--- src/rtl/ad_capture_ctrl.sv ---
// Acquisition sequencer: arms on start, decimates the AD sample stream, waits for an
// immediate/threshold/timeout trigger and writes len+1 samples into the capture RAM.
module ad_capture_ctrl #(
  parameter int DATA_W = 16,
  parameter int ADDR_W = 10,
  parameter int TMO_W  = 16
) (
  input  logic              clk,
  input  logic              rst,
  input  logic              start,
  input  logic              abort,
  input  logic              trig_mode,
  input  logic [DATA_W-1:0] trig_level,
  input  logic [7:0]        decim,
  input  logic [ADDR_W-1:0] len,
  input  logic [TMO_W-1:0]  tmo,
  input  logic [DATA_W-1:0] sample_in,
  output logic              wr_en,
  output logic [ADDR_W-1:0] wr_addr,
  output logic [DATA_W-1:0] wr_data,
  output logic              busy,
  output logic              done,
  output logic              timed_out,
  output logic [1:0]        state_dbg
);

  typedef enum logic [1:0] {
    S_IDLE    = 2'd0,
    S_ARMED   = 2'd1,
    S_CAPTURE = 2'd2,
    S_DONE    = 2'd3
  } state_t;

  state_t state, next_state;

  logic              trig_mode_l;
  logic [DATA_W-1:0] trig_level_l;
  logic [7:0]        decim_l;
  logic [ADDR_W-1:0] len_l;
  logic [TMO_W-1:0]  tmo_l;

  logic [7:0]        dcnt;
  logic [TMO_W-1:0]  tcnt;
  logic [DATA_W-1:0] prev;
  logic              prev_valid;
  logic [ADDR_W-1:0] widx;

  logic              tick;
  logic              accept;
  logic              trig_hit;
  logic              tmo_hit;
  logic              trig_fire;
  logic              do_wr;
  logic [ADDR_W-1:0] wr_addr_n;

  always_ff @(posedge clk) begin
    if (rst) state <= S_IDLE;
    else     state <= next_state;
  end

  // abort has priority over everything, including a simultaneous start.
  always_comb begin
    next_state = state;
    accept     = 1'b0;
    trig_fire  = 1'b0;
    do_wr      = 1'b0;
    wr_addr_n  = widx;
    tick       = ((state == S_ARMED) || (state == S_CAPTURE)) && (dcnt == decim_l);
    trig_hit   = trig_mode_l ? (prev_valid && (prev < trig_level_l) && (sample_in >= trig_level_l))
                             : 1'b1;
    tmo_hit    = !trig_hit && (tmo_l != '0) && (tcnt == tmo_l - TMO_W'(1));
    if (abort) begin
      next_state = S_IDLE;
    end else begin
      case (state)
        S_IDLE: begin
          if (start) begin
            accept     = 1'b1;
            next_state = S_ARMED;
          end
        end
        S_ARMED: begin
          if (tick && (trig_hit || tmo_hit)) begin
            trig_fire  = 1'b1;
            do_wr      = 1'b1;
            wr_addr_n  = '0;
            next_state = (len_l != '0) ? S_CAPTURE : S_DONE;
          end
        end
        S_CAPTURE: begin
          if (tick) begin
            do_wr = 1'b1;
            if (widx == len_l) next_state = S_DONE;
          end
        end
        S_DONE: begin
          if (start) begin
            accept     = 1'b1;
            next_state = S_ARMED;
          end
        end
        default: next_state = S_IDLE;
      endcase
    end
  end

  always_ff @(posedge clk) begin
    if (rst) begin
      wr_en        <= 1'b0;
      wr_addr      <= '0;
      wr_data      <= '0;
      timed_out    <= 1'b0;
      trig_mode_l  <= 1'b0;
      trig_level_l <= '0;
      decim_l      <= '0;
      len_l        <= '0;
      tmo_l        <= '0;
      dcnt         <= '0;
      tcnt         <= '0;
      prev         <= '0;
      prev_valid   <= 1'b0;
      widx         <= '0;
    end else begin
      wr_en <= do_wr;
      if (do_wr) begin
        wr_addr <= wr_addr_n;
        wr_data <= sample_in;
      end
      if (accept) begin
        trig_mode_l  <= trig_mode;
        trig_level_l <= trig_level;
        decim_l      <= decim;
        len_l        <= len;
        tmo_l        <= tmo;
        dcnt         <= '0;
        tcnt         <= '0;
        prev         <= '0;
        prev_valid   <= 1'b0;
        widx         <= '0;
        timed_out    <= 1'b0;
      end else if (tick) begin
        dcnt <= '0;
        if (state == S_ARMED) begin
          prev       <= sample_in;
          prev_valid <= 1'b1;
          tcnt       <= tcnt + TMO_W'(1);
        end
        if (trig_fire) begin
          timed_out <= tmo_hit;
          widx      <= ADDR_W'(1);
        end else if (state == S_CAPTURE) begin
          widx <= widx + ADDR_W'(1);
        end
      end else if (busy) begin
        dcnt <= dcnt + 8'd1;
      end
    end
  end

  assign busy      = (state == S_ARMED) || (state == S_CAPTURE);
  assign done      = (state == S_DONE);
  assign state_dbg = state;

endmodule

--- config.mk ---
export PLATFORM = sky130hd
export DESIGN_NAME = ad_capture_ctrl
export DESIGN_NICKNAME = d
export VERILOG_FILES = /design/src/rtl/ad_capture_ctrl.sv
export SDC_FILE = /design/constraint.sdc
export NUM_CORES = 1
export LEC_CHECK = 0
export CORE_MARGIN = 2
export CORE_UTILIZATION = 50
export DETAILED_ROUTE_END_ITERATION = 10
export PLACE_DENSITY_LB_ADDON = 0.3
export SLEW_MARGIN = 10
export SYNTH_ARGS = -nofsm -noshare
export SYNTH_HDL_FRONTEND = slang
export SYNTH_SLANG_ARGS = --single-unit
--- constraint.sdc ---
create_clock -name clk -period 4.8 [get_ports clk]
set_input_delay 0.96 -clock clk [delete_from_list [all_inputs] [get_ports clk]]
set_output_delay 0.96 -clock clk [all_outputs]
set_load 0.03 [all_outputs]
==> results of run 1 <==
-- worst min-delay path by stage --
stage,to,startpoint,slack [ps],cells after the start
after floorplan,prev[0],prev[0],430,2
after global placement,prev[0],prev[0],440,2
after detailed placement,prev[0],prev[0],440,2
after CTS,prev[0],prev[0],450,2
after global routing,timed_out,timed_out,470,2
final,prev[0],prev[0],450,2
-- cells in the final DEF, fill, tap and decap left out, types with 11 or more instances in the layout --
master,Yosys,routed
nand2_1,171,171
dfxtp_1,132,132
clkdlybuf4s50_1,0,101
a21oi_1,93,93
nor2_1,59,59
ha_1,38,38
inv_1,29,29
xnor2_1,28,28
xor2_1,27,27
mux2i_1,26,26
nand3_1,18,18
nand4_1,17,17
clkbuf_16,0,17
o21ai_0,12,12
a21o_1,11,11
-- metrics by stage --
stage	hold WS (ps)	total power, mW	util (%)
3_3_place_gp	440	1.51	59.5
5_1_grt	470	2.83	63.8
4_1_cts	450	2.74	63.8
6_report	451	2.72	63.8
2_1_floorplan	431	1.39	-
3_5_place_dp	442	1.52	59.5
-- layout make-up --
| class | count | area, sq um |
|---|---|---|
| fillers | 1236 | 4800 |
| multi-input cells | 623 | 3820 |
| flip-flops and latches | 132 | 2640 |
| repair buffers | 109 | 1080 |
| clock buffers | 22 | 484 |
| well taps | 176 | 220 |
| inverters | 30 | 113 |
| clock inverters | 9 | 78.8 |
-- cells by family after synthesis --
kind of cell	synth area share, %
xor+xnor	7.10
compound gates	13.6
buf+inv	4.92
mux	3.83
simple gates	24.7
fa+ha+maj	7.00
flops	38.9
-- flip-flops by register name (all words and copies together), names as in the netlist, 2 cells and up --
| name | cells |
|---|---|
| trig_level_l | 16 |
| decim_l | 8 |
| prev | 16 |
| tmo_l | 16 |
| wr_data | 16 |
| len_l | 10 |
| tcnt | 16 |
| wr_addr | 10 |
| dcnt | 8 |
| state_dbg | 2 |
| widx | 10 |
-- power by group through the flow --
stage          Clock (mW)  Sequential, mW  Combinational [mW]
5_1_grt              1.29            1.15               0.388
3_3_place_gp            0            1.17               0.340
6_report             1.22            1.15               0.348
3_5_place_dp            0            1.17               0.344
2_1_floorplan           0            1.17               0.227
4_1_cts              1.24            1.15               0.347
-- worst max-delay path, cell delays in order --
cell and delay [ps]:
clkdlybuf4s50_1 490, inv_1 50, ha_1 270, nand2b_1 140, a2111oi_0 430, nor4_1 100, a311oi_1 330, a211o_1 280
o21ai_1 140, a21oi_1 590, a21o_1 210
-- per-layer routing --
metal,track usage [%],up-vias,share of wire [%]
li1,-,3036,-
met1,31.3,2759,48
met2,36.7,132,46
met3,5.28,18,4.7
met4,8.36,0,1.3
met5,0,-,0
==> metrics, run 1 <==
status finished, final reports clean; maximum VDD drop 0.000257 V; initial antenna violation count 0; Clock power frac 44.9%; number of global-route vias before repair 5,595; DP HPWL 11,100 um; worst clock skew 7.28 ps; Final GP Congestion 0.844; register area share after synthesis 38.9%; combinational cell fraction of total power 12.8%; Setup WS pre-CTS 870 ps; vias per cell 5.40; Yosys top cell by area dfxtp_1; crit path time final 3640 ps; reg2reg end wr_data[8]; dominant cell by count in the synthesized netlist nand2_1; Sw Share 25.1%; Worst EP arrival 4000 ps; Crit Path Class primary input to flip-flop; leakage 3.17 nW; deepest clock path buffer count 2; ant diodes 0; FF+latch count, synth 132; FMAX 275 MHz; Post-Synthesis Cell Area 6790 sq um; hold buffer count at cts 0; starting density of the core 51.3%; crit path from sample_in[0]; CTS tree yes; H-tree depth 4; RSZ-0062 raised after global routing false; Area contributors post-synth dfxtp_1 (39%), nand2_1 (9.5%), ha_1 (7.0%); FF-to-FF Start tmo_l[2]; post-synth top area share 38.9%; worst min path class flip-flop to flip-flop; internal power 2.04 mW; total wire length 16,200 um; TritonCTS Buffers 17; Clk Latency, worst-skew pair 420 ps; GRT Residual Overflow 0; CP Max Fanout 8; DR pass1 iterations 5; CTS clk-pin slew, worst paths 60 ps; post-route ant nets 0; postcts setup bufs 0; Syn Nets 939; Relative slew margins 44.7%; final instance area 8440 sq um; sw power 682 uW; post-CTS sizing 0; yosys warns 0; register-to-register setup slack 1500 ps; Placed Area 7880 sq um; Fin Setup TNS 0 ps; min setup slack post-route 1160 ps; first-pass GRT wire length 27,100 um; final hold viol count 0; core area 13,200 sq um; ys flop type dfxtp_1; post-synthesis async set-or-reset flop share 0%; P&R area growth vs syn 24.4%; layout cell share with drive strength beyond 1 5.73%; Cells after DPL 1,070; Setup Viol. Count Final 0; Tcrit/Tclk final 75.9%; DR iter-0 viols 384; Rows 42; overall routing resource usage 23.3%; WL/cell 14.7 um; # IOs 103; PwrDens 322 nW/um^2; overall die width 121 um; sequential share of power 42.3%; Syn Inst Count 830; commonest cells in the netlist nand2_1 (171), dfxtp_1 (132), a21oi_1 (93); max-cap violations 0; Post-route DRC 0; Layout Cells excl Fill 1,101; Setup crit start kind primary input; reg2reg path depth 9; critical path required time 5160 ps; largest net degree at the start of global routing 82; Final nets 1,022; Post-synth EDFFs 0; Distinct cells, synth 58; Setup crit end wr_addr[9]; port bufs 102; die area 14,500 sq um; Die Y-Extent 121 um; Vias 5,945; TritonCTS sink count 132; Root Driver clkbuf_16; Avg Inst Size Synth 8.18 sq um; worst slew pin tran 829 ps; Worst setup EP type flip-flop; Slew Viols, Final 0
Power figures use the tool's default switching activity.
==> run 2: changes to the inputs <==
Settings changed: CORE_UTILIZATION 50 to 49.
Clock period 4.8 ns to 3.1 ns, I/O delays scaled along.
==> run 2 against run 1 <==
Net effect: design area increased by 5.2%; worst hold slack got worse by 1.2 ps; utilization increased by 0.99 points; largest power group unchanged.
==> metrics, run 2 (synthesized netlist as in run 1, its figures left out) <==
Final nets 1,063; core area 13,700 sq um; P&R area growth vs syn 30.8%; most frequent cells in the layout nand2_1 (171), dfxtp_1 (126), clkdlybuf4s50_1 (101); port bufs 102; CP Max Fanout 7; total wire length 17,200 um; layout cell share with drive strength beyond 1 12.4%; overall routing resource usage 23.6%; worst slew pin tran 708 ps; Power, Total 4.23 mW; combinational cell fraction of total power 14.6%; crit path time final 3010 ps; overall die width 122 um; Worst setup EP type flip-flop; Placed Area 8160 sq um; worst path cell trace or4_4, nor4_4, and3_1, o211ai_1, or4_4, o221ai_4, clkbuf_16, mux2i_1, nor2_1; # IOs 103; worst min path class flip-flop to flip-flop; min setup slack post-route 87.0 ps; Die Y-Extent 122 um; Crit Path Class flip-flop to flip-flop; number of global-route vias before repair 5,862; H-tree depth 4; CTS clk-pin slew, worst paths 60 ps; internal power 3.14 mW; Relative slew margins 52.8%; PwrDens 476 nW/um^2; critical path required time 3380 ps; status finished, final reports clean; CP max stage delay 590 ps; vias per cell 5.41; CTS tree yes; maximum VDD drop 0.000388 V; TritonCTS sink count 132; final instance area 8880 sq um; TritonCTS Buffers 17; GRT Residual Overflow 0; largest net degree at the start of global routing 66; Rows 43; Final GP Congestion 0.898; post-route ant nets 0; Vias 6,204; worst clock skew 8.49 ps; starting density of the core 49.5%; Setup WS pre-CTS -403 ps; DR pass1 iterations 5; most common cell after layout, fill and taps aside nand2_1; Clk Latency, worst-skew pair 420 ps; register-to-register setup slack 90 ps; max-cap violations 0; sw power 1.09 mW; buffers and inverters on the worst path 1; sequential share of power 42.1%; deepest clock path buffer count 2; Post-route DRC 0; Setup crit start kind flip-flop; Setup Viol. Count Final 0; initial antenna violation count 0; DP HPWL 11,700 um; DR iter-0 viols 504; final core occ 64.7%; die area 14,800 sq um; Slew Viols, Final 0; Sw Share 25.8%; first-pass GRT wire length 27,800 um; Crit path top cell by count or4_4; FMAX 332 MHz; Critical-path top delay cell or4_4; Worst EP arrival 3290 ps; Root Driver clkbuf_16; ant diodes 0; final hold viol count 0; WL/cell 15.0 um; Clock power frac 43.3%; # fillers 1,145; leakage 3.39 nW; Tcrit/Tclk final 97.2%; Top delay family on crit path simple AND/OR/NAND/NOR gates; Fin Setup TNS 0 ps; RSZ-0062 raised after global routing true
[run 2: changes by cell type in the layout (fill, tap and decap cells not counted), moves of 3 or more]
cell,before,now
nor4_2,1,4
buf_4,6,42
nor4_1,10,7
dfxtp_1,132,126
clkbuf_8,4,1
nor3b_1,10,7
dfxtp_2,0,5
nor3b_2,1,4
clkinv_2,5,9
[run 2: worst min-delay path, cell delays in order (launching register included)]
cell and delay (ps):
dfxtp_1 310, inv_1 50, a21boi_1 50
[run 2: power groups by stage]
stage / clock [mW] / combinational, mW / sequential (mW)
floorplan: 0 / 0.351 / 1.81
CTS: 1.85 / 0.584 / 1.78
detailed placement: 0 / 0.577 / 1.81
global route: 1.92 / 0.677 / 1.79
global placement: 0 / 0.570 / 1.81
finish: 1.83 / 0.618 / 1.78
[run 2: metrics by stage]
| step | std cells | hold WS, ps |
|---|---|---|
| floorplan | 830 | 431 |
| global placement | 1109 | 442 |
| detailed placement | 1109 | 447 |
| CTS | 1140 | 452 |
| global route | 1146 | 469 |
| finish | 1146 | 450 |
[run 2: worst paths after layout]
path                                 from    endpoint  depth (start not counted)
worst min-delay path            timed_out   timed_out                          2
worst max-delay path             tmo_l[7]  wr_data[1]                          9
worst min register to register  timed_out   timed_out                          2
worst max register to register   tmo_l[7]  wr_data[1]                          9
[run 2: cell type report]
type,count,area (sq um),share of cell area (%)
Tap cell,180,225,2.54
Multi-Input combinational cell,625,3950,44.5
Clock buffer,19,443,4.99
Inverter,30,113,1.27
Clock inverter,12,90.1,1.01
Sequential cell,132,2650,29.9
Timing Repair Buffer,148,1410,15.8
[run 2: repair_timing]
action,in CTS,in global routing
setup endpoints to repair,0,40
setup buffers,0,3
resized for setup,0,30
hold buffers,0,0
[run 2: routing by layer]
layer,vias to the layer above,part of all wire [%],global-route usage [%]
li1,3123,-,-
met1,2912,47,31.0
met2,134,47,38.0
met3,35,4.3,4.82
met4,0,2.3,9.63
met5,-,0,0
